**src/rtl/ps2_pkg.sv**
```systemverilog
// Shared types and constants for the PS/2 receiver.
// Latency: n/a (declarations only).
// Backpressure: n/a.
package ps2_pkg;

    // Frame deframer states; one transition per filtered ps2_clk fall
    typedef enum logic [1:0] {
        IDLE,
        DATA,
        PARITY,
        STOP
    } state_t;

    localparam logic [7:0] BREAK_PREFIX = 8'hF0;
    localparam logic [7:0] EXT_PREFIX   = 8'hE0;
    localparam int         DATA_BITS    = 8;

    // PS/2 uses odd parity: data bits plus parity bit hold an odd number of ones
    function automatic logic odd_parity_ok(input logic [7:0] data_byte, input logic parity_bit);
        return ^{data_byte, parity_bit};
    endfunction

endpackage

```
**src/rtl/ps2_line_filter.sv**
```systemverilog
// Synchronise an async pin, then only accept a level that holds for FILT_LEN samples.
// Latency: SYNC_STAGES + FILT_LEN clk cycles from pin change to filt/fall.
// Backpressure: none; free-running, fall is a one-cycle event.
module ps2_line_filter #(
    parameter int SYNC_STAGES = 2,
    parameter int FILT_LEN    = 4
) (
    input  logic clk,
    input  logic reset_n,
    input  logic pin,
    output logic filt,
    output logic fall
);

    // Counter only needs to reach FILT_LEN-1; the sample that would push it
    // past that value is the one that commits the new level.
    localparam int              CW       = (FILT_LEN < 2) ? 1 : $clog2(FILT_LEN);
    localparam logic [CW-1:0]   CNT_LAST = CW'(FILT_LEN - 1);

    logic [SYNC_STAGES-1:0] sync_q;
    logic                   synced;
    logic [CW-1:0]          agree_cnt;

    // Metastability chain, preset high so an idle bus looks idle out of reset
    always_ff @(posedge clk or negedge reset_n) begin
        if (!reset_n) begin
            sync_q <= '1;
        end else begin
            sync_q <= {sync_q[SYNC_STAGES-2:0], pin};
        end
    end

    assign synced = sync_q[SYNC_STAGES-1];

    // Count consecutive samples that disagree with the filtered level; any
    // agreeing sample restarts the count, so short glitches never commit.
    always_ff @(posedge clk or negedge reset_n) begin
        if (!reset_n) begin
            filt      <= 1'b1;
            fall      <= 1'b0;
            agree_cnt <= '0;
        end else begin
            fall <= 1'b0;
            if (synced == filt) begin
                agree_cnt <= '0;
            end else if (agree_cnt == CNT_LAST) begin
                filt      <= synced;
                fall      <= ~synced;
                agree_cnt <= '0;
            end else begin
                agree_cnt <= agree_cnt + 1'b1;
            end
        end
    end

endmodule

```
**src/rtl/ps2_rx.sv**
```systemverilog
// PS/2 keyboard receiver: deframes 11-bit frames, folds F0/E0 prefixes into flags.
// Latency: scancode_valid one clk after the filtered fall that samples the stop bit.
// Backpressure: none; scancode is held until the next good byte, valid is a strobe.
module ps2_rx
    import ps2_pkg::*;
#(
    parameter int SYNC_STAGES    = 2,
    parameter int FILT_LEN       = 4,
    parameter int TIMEOUT_CYCLES = 200000
) (
    input  logic       clk,
    input  logic       reset_n,
    input  logic       ps2_clk,
    input  logic       ps2_data,
    output logic [7:0] scancode,
    output logic       scancode_valid,
    output logic       is_break,
    output logic       is_extended,
    output logic       parity_err,
    output logic       frame_err
);

    localparam int            TW       = (TIMEOUT_CYCLES > 2) ? $clog2(TIMEOUT_CYCLES) : 1;
    localparam logic [TW-1:0] TO_LAST  = TW'(TIMEOUT_CYCLES - 1);
    localparam logic [2:0]    BIT_LAST = 3'(DATA_BITS - 1);

    logic                   clk_filt;
    logic                   clk_fall;
    logic                   clk_filt_q;
    logic                   clk_edge;
    logic [SYNC_STAGES-1:0] data_sync_q;
    logic                   data_s;

    state_t                 state;
    logic [2:0]             bit_cnt;
    logic [7:0]             shreg;
    logic                   par_bit;
    logic                   break_pend;
    logic                   ext_pend;
    logic [TW-1:0]          to_cnt;
    logic                   timeout_hit;

    // ps2_clk needs deglitching because every edge advances the deframer
    ps2_line_filter #(
        .SYNC_STAGES (SYNC_STAGES),
        .FILT_LEN    (FILT_LEN)
    ) u_clk_filter (
        .clk     (clk),
        .reset_n (reset_n),
        .pin     (ps2_clk),
        .filt    (clk_filt),
        .fall    (clk_fall)
    );

    // ps2_data is stable around the clock fall, so synchronising is enough
    always_ff @(posedge clk or negedge reset_n) begin
        if (!reset_n) begin
            data_sync_q <= '1;
        end else begin
            data_sync_q <= {data_sync_q[SYNC_STAGES-2:0], ps2_data};
        end
    end

    assign data_s = data_sync_q[SYNC_STAGES-1];

    // Delayed copy of the filtered clock to spot both rise and fall edges
    always_ff @(posedge clk or negedge reset_n) begin
        if (!reset_n) begin
            clk_filt_q <= 1'b1;
        end else begin
            clk_filt_q <= clk_filt;
        end
    end

    assign clk_edge = clk_filt ^ clk_filt_q;

    // Idle-time counter: restarts on any clock activity, held clear in IDLE, saturates
    always_ff @(posedge clk or negedge reset_n) begin
        if (!reset_n) begin
            to_cnt <= '0;
        end else if (state == IDLE || clk_edge) begin
            to_cnt <= '0;
        end else if (to_cnt != TO_LAST) begin
            to_cnt <= to_cnt + 1'b1;
        end
    end

    // A real fall on the expiry cycle wins; the frame is still alive
    assign timeout_hit = (state != IDLE) && (to_cnt == TO_LAST) && !clk_fall;

    // Deframer FSM with registered outputs; all strobes default low each cycle
    always_ff @(posedge clk or negedge reset_n) begin
        if (!reset_n) begin
            state          <= IDLE;
            bit_cnt        <= '0;
            shreg          <= '0;
            par_bit        <= 1'b0;
            break_pend     <= 1'b0;
            ext_pend       <= 1'b0;
            scancode       <= '0;
            scancode_valid <= 1'b0;
            is_break       <= 1'b0;
            is_extended    <= 1'b0;
            parity_err     <= 1'b0;
            frame_err      <= 1'b0;
        end else begin
            scancode_valid <= 1'b0;
            parity_err     <= 1'b0;
            frame_err      <= 1'b0;
            if (clk_fall) begin
                case (state)
                    IDLE: begin
                        // A high data line on a fall is not a start bit; ignore quietly
                        if (!data_s) begin
                            state   <= DATA;
                            bit_cnt <= '0;
                        end
                    end
                    DATA: begin
                        // LSB arrives first, so shift right and insert at the top
                        shreg <= {data_s, shreg[7:1]};
                        if (bit_cnt == BIT_LAST) begin
                            state <= PARITY;
                        end else begin
                            bit_cnt <= bit_cnt + 1'b1;
                        end
                    end
                    PARITY: begin
                        par_bit <= data_s;
                        state   <= STOP;
                    end
                    STOP: begin
                        state <= IDLE;
                        if (!data_s) begin
                            // Framing error dominates a simultaneous parity error
                            frame_err  <= 1'b1;
                            break_pend <= 1'b0;
                            ext_pend   <= 1'b0;
                        end else if (!odd_parity_ok(shreg, par_bit)) begin
                            parity_err <= 1'b1;
                            break_pend <= 1'b0;
                            ext_pend   <= 1'b0;
                        end else if (shreg == BREAK_PREFIX) begin
                            break_pend <= 1'b1;
                        end else if (shreg == EXT_PREFIX) begin
                            ext_pend <= 1'b1;
                        end else begin
                            scancode       <= shreg;
                            is_break       <= break_pend;
                            is_extended    <= ext_pend;
                            scancode_valid <= 1'b1;
                            break_pend     <= 1'b0;
                            ext_pend       <= 1'b0;
                        end
                    end
                    default: begin
                        state <= IDLE;
                    end
                endcase
            end else if (timeout_hit) begin
                // Device went quiet mid-frame: drop the partial byte and any prefixes
                frame_err  <= 1'b1;
                break_pend <= 1'b0;
                ext_pend   <= 1'b0;
                state      <= IDLE;
            end
        end
    end

endmodule

```
**config.mk**
```make
export PLATFORM = sky130hd
export DESIGN_NAME = ps2_rx
export DESIGN_NICKNAME = d
export VERILOG_FILES = /design/src/rtl/ps2_pkg.sv /design/src/rtl/ps2_line_filter.sv /design/src/rtl/ps2_rx.sv
export SDC_FILE = /design/constraint.sdc
export NUM_CORES = 1
export LEC_CHECK = 0
export CORE_ASPECT_RATIO = 1.25
export CORE_MARGIN = 5
export CORE_UTILIZATION = 40
export DETAILED_ROUTE_END_ITERATION = 8
export GPL_TIMING_DRIVEN = 1
export SLEW_MARGIN = 5
export SYNTH_ARGS = -nofsm -noshare
export SYNTH_HDL_FRONTEND = slang
export SYNTH_SLANG_ARGS = --single-unit
export TNS_END_PERCENT = 10
```
**constraint.sdc**
```tcl
create_clock -name clk -period 2.4 [get_ports clk]
set_input_delay 0.48 -clock clk [delete_from_list [all_inputs] [get_ports clk]]
set_output_delay 0.48 -clock clk [all_outputs]
set_load 0.05 [all_outputs]
```
Yosys cells after proc, flatten, opt, wreduce, memory -nomap -nowiden
Index checks and enable logic that the tools add are counted.
Storage, ports and cells
  flip-flop bits (word level): 56
  input port bits: 4
  output and inout bits: 13
  word-level logic and storage cells: 103
Operators by class
  add/subtract/negate cells: 3
  eq/ne operators: 17
  muxes and demuxes: 41
  bitwise operators: 5
  reduce and logical (&&, ||, !) cells: 18
Operators with widths (number)
  $mux W18: 2
  $mux W1: 29
  $add A18 B1 Y18 const B: 1
  $eq A18 B18 Y1 const B: 1
  $ne A18 B18 Y1 const B: 1
  $eq A8 B8 Y1 const B: 2
  $mux W2: 6
  $reduce_and A3 Y1: 3
  $reduce_xor A9 Y1: 1
  $pmux W2 S4: 1
  $reduce_bool A2 Y1: 4
  $eq A2 B2 Y1 const B: 3
  $mux W3: 2
  $ne A2 B2 Y1 const B: 3
  $ne A3 B3 Y1 const B: 2
  $pmux W3 S2: 1
  $reduce_and A2 Y1: 3
  $reduce_and A6 Y1: 1
  $ne A5 B5 Y1 const B: 1
  $ne A4 B4 Y1 const B: 1
  $not A1 Y1: 4
  $reduce_and A4 Y1: 1
  $add A3 B1 Y3 const B: 1
  $eq A3 B3 Y1 const B: 1
  other kinds (8): 9

Depth between registers and ports, before layout
Gate-level depths: netlist of run 1.
  depth after elaboration: 7
  gate-level depth with buffers: 7
  gate-level depth less buffers: 7

Hierarchy
A second synthesis of run 1 with hierarchy kept.
Second synthesis, totals
  cells, all modules: 289
  area, all modules: 2987.9 um^2
By module, submodules not included
  ps2_rx: instances 1, cells each 277, area an instance 2775.2 um^2, seq. area each 1255.0 um^2
  ps2_line_filter: instances 1, cells each 12, area an instance 212.7 um^2, seq. area each 153.9 um^2

Worst setup path after synthesis of run 1
No wires, ideal clock.
  kind: reg-to-reg
  from: register shreg[7]
  to: register scancode[4]
  setup time: 0.138 ns
  arrival time: 1.893 ns
  data required time: 2.262 ns
  setup slack: 0.369 ns
  cell stages (with the launch flop): 7
  path buffers: 0
  period minus slack after synthesis: 2.031 ns
  cells stage by stage: dfrtp_1 > xor2_1 > xnor3_2 > mux2_4 > o21a_4 > nand3_1 > o211ai_1
Between the ends
  word-level cells in the longest chain between the ends: 3
  elaborated cells on any way between the ends: 6
  those cells by class: eq/ne (2); bitwise (2); reduce/logical (2)
RTL lines
  from (decl): RTL line ps2_rx.sv:36  | logic [7:0] shreg;
  from (signal assigned): RTL line ps2_rx.sv:121  | shreg <= {data_s, shreg[7:1]};
  $eq A8 B8 Y1 (on tied branches): RTL line ps2_rx.sv:145, ps2_rx.sv:143
  $not A1 Y1 (no source line)
  $reduce_and A6 Y1 (no source line) *
  to (signal assigned): RTL line ps2_rx.sv:148  | scancode <= shreg;
  to (decl): RTL line ps2_rx.sv:15  | output logic [7:0] scancode,
Every way passes the cells marked *; elsewhere a longest branch is shown, timed or not.
A chain may end at the register's enable or synchronous reset.

Final worst setup path of run 1
  from: register shreg[7]
  to: register scancode[1]
The elaborated chain is that of the path after synthesis.

==> results of run 1 <==
[timing repair]
action                                  4_1_cts  5_1_grt
gates resized for setup                       0        1
endpoints found under the setup margin        0        2
hold buffers                                  0        0
[synth_stat cells, drive strengths merged (3+ instances only)]
cell type | number | area [sq um]
nand3 | 24 | 120
o21bai | 3 | 22.5
dfstp | 6 | 158
a31oi | 4 | 25.0
inv | 5 | 18.8
mux2i | 10 | 104
ha | 9 | 113
mux2 | 11 | 128
nand2b | 3 | 18.8
nand4 | 4 | 25.0
and3 | 8 | 50.1
o21ai | 11 | 58.8
nor2 | 27 | 111
dfrtp | 50 | 1250
clkbuf | 7 | 26.3
o211ai | 7 | 52.6
o32ai | 3 | 26.3
xor2 | 13 | 114
xnor2 | 11 | 96.3
a21oi | 7 | 35.0
nand2 | 17 | 63.8
[metal layers]
metal / up-vias / track usage, % / part of all wire (%)
met4: 0 / 3.73 / 1.4
met5: - / 0 / 0
met1: 953 / 15.2 / 45
li1: 990 / - / -
met3: 6 / 2.14 / 3.2
met2: 19 / 22.3 / 51
[metrics by stage]
stage | worst slack, ns | utilization [%]
after global routing | 0.0255 | 46.9
after detailed placement | 0.165 | 44.9
final | 0.178 | 46.9
after CTS | 0.141 | 46.8
after global placement | 0.219 | 44.9
after floorplan | 0.369 | -
[worst register-to-register path, cell delays in order, from the launching register on]
cell     delay [ns]
dfrtp_1        0.44
xor2_1         0.24
xnor3_2        0.56
mux2i_2        0.31
o21a_4         0.23
nor2_4         0.04
a211o_1        0.28
[final cells by class]
type	count	share of cell area (%)
Clock buffer	6	2.22
Sequential cell	56	43.1
Tap cell	90	3.44
Timing Repair Buffer	20	6.04
Inverter	5	0.574
Multi-Input combinational cell	199	42.8
Clock inverter	2	1.84
[cell usage in the layout (no fill, tap or decap), types with 3 or more instances in the layout]
cell / netlist / routed
o21bai_1: 3 / 3
xnor2_1: 11 / 11
nand4_1: 4 / 4
xor2_1: 13 / 13
o32ai_1: 3 / 3
ha_1: 9 / 9
and3_1: 8 / 8
o211ai_1: 7 / 7
a31oi_1: 4 / 4
nand2b_1: 3 / 3
mux2_2: 10 / 10
clkdlybuf4s50_1: 0 / 15
nand2_1: 17 / 17
buf_4: 0 / 3
nor2_1: 25 / 25
mux2i_1: 9 / 9
clkbuf_8: 0 / 5
dfrtp_1: 50 / 50
dfstp_2: 6 / 6
a21oi_1: 7 / 7
o21ai_0: 10 / 10
inv_1: 5 / 5
nand3_1: 24 / 24
[worst min path at each step]
stage | from | slack (ns) | cells after the start | end
after floorplan | reset_n | 0.18 | 0 | bit_cnt[0]$_DFFE_PN0P_
after global placement | u_clk_filter.sync_q[0]$_DFF_PN1_ | 0.35 | 0 | u_clk_filter.sync_q[1]$_DFF_PN1_
after detailed placement | data_sync_q[0]$_DFF_PN1_ | 0.35 | 0 | data_sync_q[1]$_DFF_PN1_
after CTS | reset_n | 0.16 | 2 | scancode[4]$_DFFE_PN0P_
after global routing | reset_n | 0.17 | 2 | is_extended$_DFFE_PN0P_
final | reset_n | 0.15 | 2 | scancode[6]$_DFFE_PN0P_
[flip-flops by register name (all words and copies together), names as in the netlist, 2 cells and up]
register                count
u_clk_filter.sync_q         2
state                       2
bit_cnt                     3
data_sync_q                 2
u_clk_filter.agree_cnt      2
scancode                    8
to_cnt                     18
shreg                       8
[report_power, final]
part           switching [mW]  internal, mW
Combinational          0.0432        0.0475
Clock                   0.295         0.417
Sequential             0.0279         0.994
[cells by family after synthesis]
kind of cell / count (synthesis) / share of synthesized area [%]
buffers and inverters: 13 / 1.76
AND/OR/NAND/NOR: 100 / 18.2
AO/OA/AOI/OAI: 44 / 10.4
multiplexers: 21 / 8.12
adder cells (fa/ha/maj): 9 / 3.95
XOR/XNOR: 25 / 8.21
flip-flops: 56 / 49.4
==> results.md, run 1 <==
* Clk pin slew, worst setup/hold paths at 0.10 ns
* Cells after DPL at 370
* Largest net degree at the start of global routing at between 50 and 60
* Status: finished clean
* CP Launch Type: flip-flop
* Reported max-cap violation count at 0
* Vias in the first global route at 2099
* Post-route setup TNS at 0 ns
* Antenna violations before repair at 0
* Cell area after synthesis at approximately 2900 sq um
* First-pass GRT wire length at 9.32 mm
* Synth Net Count at roughly 280
* Layout area overhead at 14.7%
* Top Ports at 17
* Relative slew slack at a little over half
* FP Rows at 34
* Number of synthesized register bits at 56
* Post-Layout Cell Count at 378
* Syn avg cell area at around 11 sq um
* Post-synth EDFFs at 0
* Die height at 104 um
* Total congestion overflow at 0
* Via count at 1968
* Die width at 85.5 um
* # fillers at 686
* Flop2flop setup slack at 0.18 ns
* Hold crit path type: in2async
* Starting DRC count in detailed routing at 69
* Tot GR Track Use at ~13%
* Critical R2R Launch: shreg[7]$_DFFE_PN0P_
* Clock latency on the worst-skew pair at around 0.30 ns
* Setup crit end kind: flip-flop
* Synth warn at 0
* Post-DP Area at around 3100 sq um
* Die ar. at approximately 8900 sq um
* PnR Total Power at between 1.5 and 2 mW
* Critical R2R Capture: scancode[1]$_DFFE_PN0P_
* PwrDens at around 560 nW/um^2
* Count of final setup violators at 0
* Final slew viol count at 0
* Static Leakage at around 1.4 nW
* # clock sinks at 56
* Post-DP HPWL at roughly 3.5 mm
* Initial Util at between 40% and 50%
* Avg WL per Cell at 13.3 um
* Share of cells above drive strength 1 at between 10% and 20%
* Vias/cell at around 5.2
* Final nets at 300
* Crit. Startpoint: shreg[7]$_DFFE_PN0P_
* CP max-delay cell: xnor3_2
* Worst-path cell chain: xor2_1 > xnor3_2 > mux2i_2 > o21a_4 > nor2_4 > a211o_1
* Hold slack at 0.155 ns
* Tcrit/Tclk final at 92.6%
* Predominant post-synthesis flop cell: dfrtp_1
* WL final at 5.03 mm
* Sequential cell area at between 1000 and 1500 sq um
* VDD IR max at roughly 0.00025 V
* Worst EP arrival at roughly 2.4 ns
* Worst-path maximum fanout at 8
* Setup repair after global routing missed its margin: no
* CTS tree: built
* CP required at between 2 and 3 ns
* 1st-pass router iterations at 4
* Residual DRC at 0
* Measured slew at the worst slew-check pin at 0.687 ns
* WS Path Type: reg2reg
* CP Capture Point: scancode[1]$_DFFE_PN0P_
* F_max at 450 MHz
* Seq/Total Area, Yosys at between 40% and 50%
* CP delay by family, top: XOR/XNOR gates
* Gate Count Post-Synth at roughly 270
* CTS root buffer: clkbuf_8
* Min cycle time layout at about 2.2 ns
* H-tree depth at 2
* Multi-input combinational cell area at about 1400 sq um
* CP peak stage delay at between 0.5 and 0.6 ns
* Clk buf depth at 2
* Hold Vio Cnt, Final at 0
* Worst Clk Skew at 0.0102 ns
* Port buffer count at 16
* R2R depth at 6
* Core Footprint at roughly 7000 sq um
* Design area at 3270 sq um
* Gpl congestion at just over 0.7
* Async S/R FF share, synth at 100%
* Buf+Inv Stages, Crit Path at 0
* Total CTS buffers at 5
* Stages on the worst setup path at 6
* Setup bufs post-CTS at 0
* Post-route ant nets at 0
* Antenna Cells at 0
* Synth cell types at 47
Power figures use the tool's default switching activity.
==> inputs of run 2 (changes only) <==
--- a/config.mk
+++ b/config.mk
@@ -6,7 +6,7 @@
 export NUM_CORES = 1
 export LEC_CHECK = 0
 export CORE_ASPECT_RATIO = 1.25
-export CORE_MARGIN = 5
+export CORE_MARGIN = 2
 export CORE_UTILIZATION = 40
 export DETAILED_ROUTE_END_ITERATION = 8
 export GPL_TIMING_DRIVEN = 1
==> run 2 against run 1 <==
  * Via count up 0.56%
  * Setup slack got worse by 0.023 ns
  * Final area is 0.80% lower
  * Critical endpoint unchanged
  * Largest cell class unchanged
==> results.md, run 2 (same netlist as run 1, synthesis figures left out) <==
* Reported max-cap violation count at 0 (unchanged)
* Clk pin slew, worst setup/hold paths at 0.10 ns (about the same)
* Commonest non-fill, non-tap cell in the layout: dfrtp_1
* Starting DRC count in detailed routing at 52 (-25%)
* Critical R2R Launch: shreg[7]$_DFFE_PN0P_
* Worst EP arrival at 2.44 ns (+0.03 ns)
* # clock sinks at 56 (unchanged)
* Pre-CTS setup slack at 0.172 ns (+0.00649 ns)
* Initial Util at 41.1% (+0.25 points)
* Final slew viol count at 0 (unchanged)
* Avg WL per Cell at 13.4 um (+1.1%)
* Die ar. at 7820 sq um (-12%)
* Clock latency on the worst-skew pair at 0.31 ns (about the same)
* Min cycle time layout at 2.24 ns (+0.0226 ns)
* VDD IR max at 0.000320 V (+28%)
* Worst Clk Skew at 0.0120 ns (+0.00180 ns)
* Antenna violations before repair at 0 (unchanged)
* Vias in the first global route at 1983 (-5.5%)
* Die width at 79.5 um (-7.0%)
* FP Rows at 34 (unchanged)
* Setup crit end kind: flip-flop
* Final setup margin at 0.156 ns (-0.0226 ns)
* Static Leakage at 1.40 nW (-0.83%)
* CP max-delay cell: xnor3_2
* Design area at 3240 sq um (-0.80%)
* Cells after DPL at 371 (+0.27%)
* CTS tree: built
* 1st-pass router iterations at 4 (unchanged)
* Layout Utilization at 46.8% (-0.091 points)
* Largest Register: to_cnt
* Post-route ant nets at 0 (unchanged)
* Largest registers: to_cnt x18, scancode x8, shreg x8
* Layout area overhead at 13.8%
* Setup bufs post-CTS at 0 (unchanged)
* Relative slew slack at 52.5% (-1.7 points)
* Critical R2R Capture: scancode[1]$_DFFE_PN0P_
* # resized after CTS at 0 (unchanged)
* Hold Vio Cnt, Final at 0 (unchanged)
* Count of final setup violators at 0 (unchanged)
* Flop2flop setup slack at 0.16 ns (-0.02 ns)
* Via count at 1979 (+0.56%)
* CP required at 2.60 ns (about the same)
* Vias/cell at 5.22 (+0.29%)
* CTS Hold Bufs at 0 (unchanged)
* Measured slew at the worst slew-check pin at 0.712 ns (+0.0250 ns)
* Total CTS buffers at 5 (unchanged)
* Core Footprint at 6930 sq um (-0.61%)
* CP peak stage delay at 0.56 ns (about the same)
* CTS root buffer: clkbuf_8
* Tcrit/Tclk final at 93.5% (+0.94 points)
* Max reg flops at 18 (unchanged)
* PwrDens at 533 nW/um^2 (-4.5%)
* CP Launch Type: flip-flop
* Post-DP HPWL at 3.60 mm (+1.5%)
* Post-DP Area at 3130 sq um (-0.16%)
* Die height at 98.4 um (-5.7%)
* Setup repair after global routing missed its margin: no
* Most frequent cells in the layout: 50 x dfrtp_1, 25 x nor2_1, 24 x nand3_1
* Hold slack at 0.290 ns (+0.135 ns)
* Final nets at 301 (+0.33%)
* F_max at 446 MHz (-1.0%)
* Status: finished clean
* Gpl congestion at 0.750 (+4.8%)
* First-pass GRT wire length at 8.98 mm (-3.7%)
* Buf+Inv Stages, Crit Path at 0 (unchanged)
* Tot GR Track Use at 14.3% (+1.8 points)
* Residual DRC at 0 (unchanged)
* Clk buf depth at 2 (unchanged)
* Top Ports at 17 (unchanged)
* Hold crit path type: in2async
* Share of cells above drive strength 1 at 12.8% (+0.65 points)
* WL final at 5.10 mm (+1.4%)
* Post-Layout Cell Count at 379 (+0.26%)
* H-tree depth at 2 (unchanged)
* Port buffer count at 16 (unchanged)
* R2R depth at 6 (unchanged)
* WS Path Type: reg2reg
* Post-route setup TNS at 0 ns (unchanged)
* Total congestion overflow at 0 (unchanged)
* Worst-path cell chain: xor2_1 > xnor3_2 > mux2i_2 > o21a_4 > nor2_4 > a211o_1
* CP delay by family, top: XOR/XNOR gates
* Largest net degree at the start of global routing at 57 (unchanged)
* Worst-path maximum fanout at 8 (unchanged)
* Antenna Cells at 0 (unchanged)
* PnR Total Power at 1.73 mW (-5.2%)
[run 2: cell types whose count changed in the layout (fill, tap and decap cells not counted)]
cell        change
clkinv_2        +1
buf_4           +2
buf_12          -1
clkbuf_1        -1
bufinv_16       -1
clkinvlp_4      +1
[run 2: worst max path at each step]
stage	slack [ns]	end	startpoint	cells after the start
2_1_floorplan	0.37	scancode[4]$_DFFE_PN0P_	shreg[7]$_DFFE_PN0P_	6
3_3_place_gp	0.22	is_extended$_DFFE_PN0P_	shreg[7]$_DFFE_PN0P_	6
3_5_place_dp	0.17	is_break$_DFFE_PN0P_	shreg[7]$_DFFE_PN0P_	6
4_1_cts	0.15	is_break$_DFFE_PN0P_	shreg[7]$_DFFE_PN0P_	6
5_1_grt	0.007	scancode[1]$_DFFE_PN0P_	shreg[7]$_DFFE_PN0P_	6
6_report	0.16	scancode[1]$_DFFE_PN0P_	shreg[7]$_DFFE_PN0P_	6
[run 2: final cells by class]
class	count	area, sq um
fillers	643	3690
repair buffers	21	193
well taps	90	113
inverters	5	18.8
clock inverters	3	42.5
clock buffers	5	68.8
multi-input cells	199	1400
flip-flops and latches	56	1410
[run 2: power by group]
| group | switching, mW | internal [mW] |
|---|---|---|
| Clock | 0.307 | 0.309 |
| Combinational | 0.0452 | 0.0453 |
| Sequential | 0.0279 | 0.994 |
[run 2: routing by layer]
layer,vias to the layer above,global-route usage (%),part of all wire (%)
met1,958,17.8,46
met5,-,0,0
li1,996,-,-
met2,19,24.4,50
met3,6,3.05,2.1
met4,0,4.77,1.5
==> inputs of run 3 (changes only) <==
--- a/config.mk
+++ b/config.mk
@@ -5,11 +5,11 @@
 export SDC_FILE = /design/constraint.sdc
 export NUM_CORES = 1
 export LEC_CHECK = 0
-export CORE_ASPECT_RATIO = 1.25
 export CORE_MARGIN = 2
 export CORE_UTILIZATION = 40
 export DETAILED_ROUTE_END_ITERATION = 8
 export GPL_TIMING_DRIVEN = 1
+export REMOVE_ABC_BUFFERS = 1
 export SLEW_MARGIN = 5
 export SYNTH_ARGS = -nofsm -noshare
 export SYNTH_HDL_FRONTEND = slang
==> run 3 against run 2 <==
  * Non-clock buffer count unchanged
  * Register-to-register slack got worse by 0.05 ns
  * Count of clock-buffer cells in the layout unchanged
  * Combinational power is 0.4% higher
  * Worst hold slack worse by 0.15 ns
  * Global-route usage grew 0.84 points
  * Cell count grew 1.6%
  * Final area up 0.35%
  * Via count down 0.20%
  * Power grew 1.5%
==> results.md, run 3 (same netlist as run 1, synthesis figures left out) <==
* Most frequent cells in the layout: 50 x dfrtp_1, 25 x nor2_1, 24 x nand3_1
* Largest Register: to_cnt
* Initial Util at 41.7% (+0.62 points)
* Comb pwr share at 5.2% (about the same)
* Hold crit path type: in2async
* Worst-path maximum fanout at 8 (unchanged)
* Flop2flop setup slack at 0.11 ns (-0.05 ns)
* Sw Ratio at 22.8% (+0.76 points)
* Critical R2R Capture: scancode[1]$_DFFE_PN0P_
* H-tree depth at 2 (unchanged)
* CTS tree: built
* Count of final setup violators at 0 (unchanged)
* Max reg flops at 18 (unchanged)
* Setup repair after global routing missed its margin: no
* Total congestion overflow at 0 (unchanged)
* Worst Clk Skew at 0.00436 ns (-0.00766 ns)
* Final nets at 301 (unchanged)
* CP max-delay cell: xnor3_2
* VDD IR max at 0.000282 V (-12%)
* Flop pwr share at 58.2% (-0.9 points)
* Reported max-cap violation count at 0 (unchanged)
* 1st-pass router iterations at 4 (unchanged)
* Setup crit end kind: flip-flop
* Top Ports at 17 (unchanged)
* Clk pin slew, worst setup/hold paths at 0.11 ns (about the same)
* Hold Vio Cnt, Final at 0 (unchanged)
* First-pass GRT wire length at 9.17 mm (+2.2%)
* Die ar. at 7820 sq um (about the same)
* Post-route setup TNS at 0 ns (unchanged)
* Layout area overhead at 14.2%
* WS Path Type: reg2reg
* Starting DRC count in detailed routing at 105 (+100%)
* Measured slew at the worst slew-check pin at 0.659 ns (-0.0532 ns)
* Tot GR Track Use at 15.1% (+0.84 points)
* Pint at 1.36 mW (+0.53%)
* Gpl congestion at 0.754 (+0.52%)
* Vias in the first global route at 1939 (-2.2%)
* Clock power frac at 36.6% (+0.9 points)
* Post-route ant nets at 0 (unchanged)
* # clock sinks at 56 (unchanged)
* Avg WL per Cell at 13.3 um (-0.84%)
* Post-DP HPWL at 3.65 mm (+1.4%)
* Status: finished clean
* CP delay by family, top: XOR/XNOR gates
* Vias/cell at 5.13 (-1.8%)
* CP required at 2.61 ns (about the same)
* Residual DRC at 0 (unchanged)
* Worst EP arrival at 2.50 ns (+0.06 ns)
* Core Footprint at 6830 sq um (-1.5%)
* Total CTS buffers at 5 (unchanged)
* Largest registers: to_cnt x18, scancode x8, shreg x8
* R2R depth at 6 (unchanged)
* Antenna Cells at 0 (unchanged)
* Share of cells above drive strength 1 at 12.8% (unchanged)
* Final setup margin at 0.109 ns (-0.0467 ns)
* Pre-CTS setup slack at 0.100 ns (-0.0715 ns)
* Final slew viol count at 0 (unchanged)
* Buf+Inv Stages, Crit Path at 0 (unchanged)
* Via count at 1975 (-0.20%)
* Relative slew slack at 56.1% (+3.5 points)
* Largest net degree at the start of global routing at 26 (-54%)
* Commonest non-fill, non-tap cell in the layout: dfrtp_1
* CP Launch Type: flip-flop
* Port buffer count at 16 (unchanged)
* Min cycle time layout at 2.29 ns (+0.0467 ns)
* WL final at 5.13 mm (+0.73%)
* CTS root buffer: clkbuf_8
* Static Leakage at 1.40 nW (about the same)
* Critical R2R Launch: shreg[7]$_DFFE_PN0P_
* F_max at 436 MHz (-2.0%)
* Clk buf depth at 2 (unchanged)
* Antenna violations before repair at 0 (unchanged)
* PwrDens at 539 nW/um^2 (+1.2%)
* Die height at 88.4 um (-10%)
* Worst-path cell chain: xor2_1 > xnor3_2 > mux2i_2 > o21a_4 > nor2_4 > a211o_1
* Die width at 88.4 um (+11%)
* Clock latency on the worst-skew pair at 0.31 ns (about the same)
* CP peak stage delay at 0.57 ns (about the same)
* Tcrit/Tclk final at 95.5% (+1.9 points)
* Psw at 399 uW (+5.0%)
* FP Rows at 30 (-12%)
## run 3: how the worst max path moves through the flow
stage | start | to | slack, ns | cells after the start
floorplan | shreg[7]$_DFFE_PN0P_ | is_break$_DFFE_PN0P_ | 0.35 | 6
global placement | shreg[7]$_DFFE_PN0P_ | is_extended$_DFFE_PN0P_ | 0.14 | 6
detailed placement | shreg[7]$_DFFE_PN0P_ | scancode[4]$_DFFE_PN0P_ | 0.10 | 6
CTS | shreg[7]$_DFFE_PN0P_ | scancode[4]$_DFFE_PN0P_ | 0.06 | 6
global route | shreg[7]$_DFFE_PN0P_ | is_extended$_DFFE_PN0P_ | 0.01 | 6
finish | shreg[7]$_DFFE_PN0P_ | scancode[1]$_DFFE_PN0P_ | 0.11 | 6
## run 3: routing by layer
metal,wire length [um],GRT usage (%),up-vias
li1,-,-,991
met1,2510,20.2,957
met2,2420,24.6,19
met3,121,3.08,8
met4,81,5.37,0
met5,0,0,-
## run 3: power by group through the flow
stage | Sequential, mW | Clock [mW] | Combinational [mW]
2_1_floorplan | 1.03 | 0 | 0.0581
3_3_place_gp | 1.04 | 0 | 0.0902
3_5_place_dp | 1.04 | 0 | 0.0945
4_1_cts | 1.02 | 0.671 | 0.0947
5_1_grt | 1.03 | 0.709 | 0.105
6_report | 1.02 | 0.642 | 0.0909
## run 3: cell type report
type,instances,area (sq um)
Clock buffer,5,68.8
Fill cell,670,3580
Timing Repair Buffer,21,193
Multi-Input combinational cell,199,1400
Tap cell,96,120
Inverter,5,18.8
Sequential cell,56,1410
Clock inverter,3,46.3
## run 3: what timing repair did
action,4_1_cts,5_1_grt
hold buffers,0,0
setup buffers,0,0
setup endpoints to repair,0,7
resized for setup,0,1
hold endpoints to repair,0,0
## run 3: per-stage QoR
stage                     utilization (%)  hold slack [ns]  total power [mW]  instance area, sq um  std cells
after floorplan                         -            0.184              1.09                  2820        260
after global placement               45.9            0.345              1.13                  3130        377
after detailed placement             45.9            0.348              1.14                  3130        377
after CTS                            47.5            0.150              1.79                  3250        385
after global routing                 47.7            0.169              1.84                  3260        385
final                                47.7            0.141              1.76                  3260        385
